File: src/rtl/seq_addsub_unit.sv
// seq_addsub_unit: digit-serial two's-complement adder/subtractor with
// carry chaining, overflow/zero/negative flags and a start/busy/done handshake.
module seq_addsub_unit #(
    parameter int unsigned WIDTH = 16,
    parameter int unsigned DIGIT = 4
) (
    input  logic             clk,
    input  logic             rst_n,
    input  logic             start,
    input  logic [1:0]       op,
    input  logic             cin,
    input  logic [WIDTH-1:0] a,
    input  logic [WIDTH-1:0] b,
    output logic             busy,
    output logic             done,
    output logic [WIDTH-1:0] result,
    output logic             cout,
    output logic             ovf,
    output logic             zero,
    output logic             neg
);

    localparam int unsigned N  = WIDTH / DIGIT;
    localparam int unsigned CW = (N > 1) ? $clog2(N) : 1;
    localparam int unsigned DW = DIGIT + 1;

    // Reject illegal parameter combinations at elaboration
    generate
        if (WIDTH < 2 || DIGIT < 1 || DIGIT > WIDTH || (WIDTH % DIGIT) != 0) begin : g_bad_param
            $error("seq_addsub_unit: illegal WIDTH/DIGIT combination");
        end
    endgenerate

    typedef enum logic [1:0] {
        IDLE = 2'd0,
        RUN  = 2'd1,
        DONE = 2'd2
    } state_t;

    state_t           state;
    state_t           next_state;
    logic             busy_d;
    logic             done_d;

    logic [WIDTH-1:0] a_sr;
    logic [WIDTH-1:0] b_sr;
    logic [WIDTH-1:0] res_sr;
    logic             carry;
    logic [CW-1:0]    cnt;

    logic             accept;
    logic             last_digit;
    logic [DIGIT:0]   digit_sum;
    logic             msb_cin;
    logic [WIDTH+DIGIT-1:0] res_cat;
    logic [WIDTH-1:0] res_next;

    assign accept     = start && (state == IDLE || state == DONE);
    assign last_digit = (state == RUN) && (cnt == CW'(N - 1));

    // One ripple slice: low digit of each operand plus the running carry
    assign digit_sum = {1'b0, a_sr[DIGIT-1:0]} + {1'b0, b_sr[DIGIT-1:0]} + DW'(carry);
    // Carry into the top bit of this digit; on the last digit it is the carry into the MSB
    assign msb_cin   = digit_sum[DIGIT-1] ^ a_sr[DIGIT-1] ^ b_sr[DIGIT-1];
    assign res_cat   = {digit_sum[DIGIT-1:0], res_sr};
    assign res_next  = WIDTH'(res_cat >> DIGIT);

    // State register plus registered handshake outputs
    always_ff @(posedge clk or negedge rst_n) begin
        if (!rst_n) begin
            state <= IDLE;
            busy  <= 1'b0;
            done  <= 1'b0;
        end else begin
            state <= next_state;
            busy  <= busy_d;
            done  <= done_d;
        end
    end

    // Next-state logic
    always_comb begin
        next_state = state;
        case (state)
            IDLE:    next_state = start ? RUN : IDLE;
            RUN:     next_state = last_digit ? DONE : RUN;
            DONE:    next_state = start ? RUN : IDLE;
            default: next_state = IDLE;
        endcase
    end

    // Handshake outputs decoded from the upcoming state, registered above
    always_comb begin
        busy_d = 1'b0;
        done_d = 1'b0;
        if (next_state == RUN)  busy_d = 1'b1;
        if (next_state == DONE) done_d = 1'b1;
    end

    // Operand/result shift registers, carry and digit counter
    always_ff @(posedge clk or negedge rst_n) begin
        if (!rst_n) begin
            a_sr   <= '0;
            b_sr   <= '0;
            res_sr <= '0;
            carry  <= 1'b0;
            cnt    <= '0;
        end else if (accept) begin
            a_sr   <= a;
            b_sr   <= op[0] ? ~b : b;
            res_sr <= '0;
            carry  <= op[1] ? cin : op[0];
            cnt    <= '0;
        end else if (state == RUN) begin
            a_sr   <= a_sr >> DIGIT;
            b_sr   <= b_sr >> DIGIT;
            res_sr <= res_next;
            carry  <= digit_sum[DIGIT];
            cnt    <= cnt + CW'(1);
        end
    end

    // Result and flags update only on the edge that enters DONE
    always_ff @(posedge clk or negedge rst_n) begin
        if (!rst_n) begin
            result <= '0;
            cout   <= 1'b0;
            ovf    <= 1'b0;
            zero   <= 1'b0;
            neg    <= 1'b0;
        end else if (last_digit) begin
            result <= res_next;
            cout   <= digit_sum[DIGIT];
            ovf    <= msb_cin ^ digit_sum[DIGIT];
            zero   <= (res_next == '0);
            neg    <= res_next[WIDTH-1];
        end
    end

endmodule

File: config.mk
export PLATFORM = sky130hd
export DESIGN_NAME = seq_addsub_unit
export DESIGN_NICKNAME = d
export VERILOG_FILES = /design/src/rtl/seq_addsub_unit.sv
export SDC_FILE = /design/constraint.sdc
export NUM_CORES = 1
export LEC_CHECK = 0
export BUFFER_PORTS_ARGS = -buffer_cell sky130_fd_sc_hd__buf_2
export CAP_MARGIN = 25
export CORE_MARGIN = 4
export CORE_UTILIZATION = 54
export CTS_CLUSTER_DIAMETER = 40
export DETAILED_ROUTE_END_ITERATION = 6
export PLACE_DENSITY_LB_ADDON = 0.2
export SLEW_MARGIN = 20
export SYNTH_ARGS = -nofsm -noshare
export SYNTH_HDL_FRONTEND = slang
export SYNTH_SLANG_ARGS = --single-unit
File: constraint.sdc
create_clock -name clk -period 2.5 [get_ports clk]
set_input_delay 0.125 -clock clk [delete_from_list [all_inputs] [get_ports clk]]
set_output_delay 0.125 -clock clk [all_outputs]
set_load 0.02 [all_outputs]
# After elaboration in Yosys (flattened, before gate mapping)
# Index checks and enable logic that the tools add are counted.
[classes] add_sub_neg=3 n_eq_ne=5 n_mux=17 n_bitwise=4 reduce_logical=7
[ops] op="two-way mux 16 bit" n=7
[ops] op="zero test 16 bit" n=1
[ops] op="inverter 16 bit" n=1
[ops] op="equality test 2 bit, second input constant" n=3
[ops] op="two-way mux 1 bit" n=6
[ops] op="two-way mux 2 bit" n=3
[ops] op="adder 4 x 4 -> 5 bit" n=1
[ops] op="adder 5 x 1 -> 5 bit" n=1
[ops] op="equality test 2 x 1 -> 1 bit, second input constant" n=2
[ops] op="one-hot mux 2 bit (2 select lines)" n=1
[ops] op="XOR 1 bit" n=3
[ops] op="adder 2 x 1 -> 2 bit, second input constant" n=1
[ops] op="logical AND 1 bit" n=2
[ops] op="zero test 2 bit" n=1
[ops] op="nonzero test 2 bit" n=1
[ops] op="OR reduction 2 bit" n=1
[ops] op="logical OR 1 bit" n=1
[word_totals] register_bits=75 inputBits=38 output_inout_bits=22 wordCells=49

# Longest topological paths before layout
[depth] depth_word=6 ltp_mapped=8 ltp_nobuf=8

# Worst setup path after synthesis
# OpenSTA, ideal clock, no wires.
[synth_path] path_kind="reg2reg" startpoint="register a_sr[0]" endpoint="register zero" setup_ns=0.104 arrival_ns=1.850 t_required_ns=2.396 setup_slack_ns=0.547 path_stages_with_launch=8 n_path_buf=0 period_less_slack_ns=1.953 cell_sequence="dfrtp_1 inv_1 fa_1 inv_1 fa_1 nor4_1 nand4_1 o41ai_2"
[synth_between] elab_chain_cells=3
[synth_lines] element="start: declaration" line_no="45" rtl="logic [WIDTH-1:0] a_sr;"
[synth_lines] element="start signal: assignment" line_no="115" rtl="a_sr <= a_sr >> DIGIT;"
[synth_lines] element="adder 4 x 4 -> 5 bit" line_no="62" rtl="assign digit_sum = {1'b0, a_sr[DIGIT-1:0]} + {1'b0, b_sr[DIGIT-1:0]} + DW'(carry);"
[synth_lines] element="adder 5 x 1 -> 5 bit" line_no="62"
[synth_lines] element="via digit_sum[1]" line_no="53" rtl="logic [DIGIT:0] digit_sum;"
[synth_lines] element="zero test 16 bit" line_no="135" rtl="zero <= (res_next == '0);"
[synth_lines] element="end signal: assignment" line_no="135"
[synth_lines] element="end: declaration" line_no="19" rtl="output logic zero,"
# The timed path passes the listed nets, and every way through them passes these cells.
# A chain may end at the register's enable or synchronous reset.

# Worst setup path in the final report
[layout_path] startpoint="register b_sr[0]" endpoint="register zero"
[layout_between] elab_chain_cells=3
[layout_lines] element="start: declaration" line_no="46" rtl="logic [WIDTH-1:0] b_sr;"
[layout_lines] element="start signal: assignment" line_no="110" rtl="b_sr <= op[0] ? ~b : b;"
[layout_lines] element="start signal: assignment" line_no="116" rtl="b_sr <= b_sr >> DIGIT;"
[layout_lines] element="adder 4 x 4 -> 5 bit" line_no="62"
[layout_lines] element="adder 5 x 1 -> 5 bit" line_no="62"
[layout_lines] element="via digit_sum[1]" line_no="53"
[layout_lines] element="zero test 16 bit" line_no="135"
# The timed path passes the listed nets, and every way through them passes these cells.

==> run summary <==
The synthesized design contains 70 register bits. The number of I/O port buffers is 59. The HPWL after detailed placement is ~4500 um. The number of antenna diodes in the final layout is 0.

The first global-routing pass estimated between 10000 and 15000 um of wire. The DRC violations left is 0. TritonCTS built the clock tree. The area growth from synthesis to layout is 20.7%. The initial antenna violation count came out at 0.

In this run, the number of DRC markers left after iteration 0 of detailed routing was 108. The total negative slack for setup checks is 0 ns. The first detailed-routing pass took 4 iterations. The leakage power of the design came out at 1.84 nW. The run finished with clean final reports.

The die outline width came out at between 80 and 90 um. The total number of H-tree levels came out at 3. The finished layout holds 400 standard cells, fillers aside. The peak supply drop is 576 uV.

The register-to-register setup slack came out at roughly 0.40 ns. Setup violations remaining at the end of the flow were counted as 0. The class of the tightest hold or removal check is in2reg. The synthesized instance count came out at 258. The number of max-slew violations in the final report came out at 0. The core outline area came out at 5510 um2.

The synthesized netlist net count is 302. The shortest period the worst path allows is 2.10 ns. The die covers roughly 7000 um2. The critical path data required time came out at 2.74 ns. Across the routed clock network, the largest skew measured is 0.00684 ns.

Across all layers, the routed design uses 2196 vias. The average wire per cell in the routed design is 15.9 um. In this run the critical register-to-register path is launched from b_sr[0]. The number of enable-type register cells in the synthesized netlist came out at 0. The fmax is 475 MHz. The cell depth of the worst hold path is 3. The library cell used as clock root buffer is clkbuf_8. Once the clock tree was built, the setup fixing pass inserted 0 buffers. Clock-pin slew was measured on the worst setup and hold paths at 0.07 ns. Of all nets on the critical path, the largest fanout is 3. The beginning of the worst hold path is a[11]. The average instance in the mapped netlist occupies 11.9 um2. For this run, the slowest stage of the critical path takes 0.46 ns. The number of buffers on the longest clock path came out at 2.

The combined buffer and inverter count along the critical path is 2. The async set-reset flop share out of synthesis is 100%. Once detail routing completed, the nets flagged for antenna violations numbered 0. The signal on the critical path passes through inv_1, fa_1, inv_1, fa_1, nor4_1, nand4_1, o41ai_2. The cell area after layout came out at 3710 um2. The latest clock arrival within the worst-skew pair came out at 0.34 ns. Setup repair after global routing left no endpoint under its margin. The number of buffers created by CTS is 9.

Summed over all layers, the routed wires come to between 6000 and 7000 um. The area share of the largest cell type after synthesis came out at 57.0%. The cell area after technology mapping is just over 3000 um2. The worst setup path is of the reg2reg kind. The slowest stage of the critical path is the fa_1 cell. The post-synthesis sequential area ratio came out at 57.0%. The worst reg-to-reg path cell count is 7. At the end of routability-driven placement, the weighted congestion stood at 0.821. The sum of overflow across all layers after global routing came out at 0. In this run the tightest slew margin relative to its limit is 48.2%. The number of nets in the final layout came out at 367.

Hold repair after CTS inserted 7 buffers. At the end of the flow the core is filled with cells to 67.3%. After synthesis, the cell types taking the most area are dfrtp_1, mux2_2, xnor2_1. The end of the worst register-to-register path is zero. In the final layout, the share of cells above drive strength 1 is 31.7%. The pin count of the biggest net entering global routing came out at 42. The clock net in this run drives a total of 70 sinks. The data arrival time of the worst path is 2.34 ns.

For this run, the leading register cell type out of synthesis is dfrtp_1. The number of vias per cell came out at 5.49. The global-route usage over all layers came out at between 10% and 20%. The path with the worst hold slack has its endpoint at a_sr[11]. The kind of capture point of the worst setup path is a flip-flop.

The hold violation total from the final report came to 0. The overall die height came out at 83.4 um. The placed instances occupy a cell area of roughly 3400 um2.

The starting utilization of the core area came out at 55.8%. The cell family contributing the most delay on the critical path is adder cells. The final period utilization is between 80% and 90%.

The element type at the critical path start is a flip-flop. Of all cell types, the one taking the most synthesized area is dfrtp_1. The count of distinct cell types in the synthesized netlist is 36. The total I/O pin count came out at 60.

After detailed placement, the design holds a cell count of ~380. The number of placement rows is 27. The Yosys warning count is 0. The slew of the pin with the lowest slew margin is 0.776 ns. The areal power density over the cells came out at ~1400 nW/um2. The number of max-capacitance violations reported came out at 0.

After clock tree synthesis, the repair step resized 0 gates. The via count of the first global-routing pass was between 2000 and 2500.
registers in the layout, summed over array words and instances (netlist names):
name,cells
res_sr,12
zero,1
ovf,1
a_sr,16
carry,1
cout,1
done,1
busy,1
result,16
state,2
b_sr,16
cnt,2
power by group:
part           internal [mW]  switching [mW]
clock                  0.511           0.403
combinational          0.989            1.23
sequential              1.64           0.324
kinds of logic (layout without fill, tap and decap cells):
kind of cell	after synthesis	in the layout	synth area share, %
fa+ha+maj	6	6	2.93
compound gates	62	62	16.6
mux	16	16	5.83
simple gates	61	61	8.84
xor+xnor	18	18	5.13
flops	70	70	57.0
buf+inv	25	95	3.63
layout by cell type, fill, tap and decap left out, types with 2 or more instances in the layout:
cell and n:
clkinv_2 3, ha_1 4, a22o_1 15, o21ai_0 8, a21oi_1 2, dlygate4sd3_1 7, nor2_1 16, clkbuf_8 11
a211oi_1 5, xnor2_1 17, nand2_1 31, buf_4 6, nand2b_1 2, a221o_1 13, dfrtp_1 70, a21o_2 2
mux2_2 15, a22oi_1 11, fa_1 2, buf_2 59, inv_1 6, nor4_1 2
cell type report:
class,count,area [um2]
Multi-Input combinational cell,163,1210
Clock inverter,4,45.0
Tap cell,72,90.1
Inverter,6,22.5
Sequential cell,70,1750
Fill cell,435,1800
Clock buffer,12,155
Timing Repair Buffer,73,430
routing by layer:
layer	up-vias	routed length, um	GRT usage, %
li1	1053	-	-
met1	1076	2810	25.7
met2	58	3110	31.3
met3	9	345	4.86
met4	0	99	7.58
met5	-	0	0
metrics by stage:
step	hold slack, ns	total power, mW	worst slack, ns
finish	0.00962	5.10	0.396
global route	0.0138	5.45	0.242
CTS	0.000653	5.13	0.370
detailed placement	0.204	4.20	0.392
global placement	0.209	4.12	0.474
floorplan	-0.171	3.56	0.547
cell usage after synthesis (all sizes together) (2+ instances only):
master,count
buf,12
a22o,16
a221o,13
a21o,2
nor2,17
o21ai,8
a22oi,11
nor4,2
a21oi,2
mux2,15
xnor2,17
dfrtp,70
fa,2
nand2b,2
ha,4
nor2b,2
inv,6
clkbuf,7
a211oi,5
nand2,31
worst reg2reg max path, cell delays in order, from the launching register on:
cell and delay (ns):
dfrtp_1 0.35, inv_1 0.06, fa_1 0.41, inv_1 0.09, fa_1 0.46, nor4_1 0.29
nand4_1 0.13, o41ai_2 0.21
worst max path at each step:
stage	to	slack (ns)	cells past startpoint	startpoint
2_1_floorplan	zero	0.55	7	a_sr[0]
3_3_place_gp	zero	0.47	7	a_sr[0]
3_5_place_dp	ovf	0.39	8	b_sr[0]
4_1_cts	zero	0.37	7	b_sr[0]
5_1_grt	zero	0.24	7	b_sr[0]
6_report	zero	0.40	7	b_sr[0]
Power figures use the tool's default switching activity.
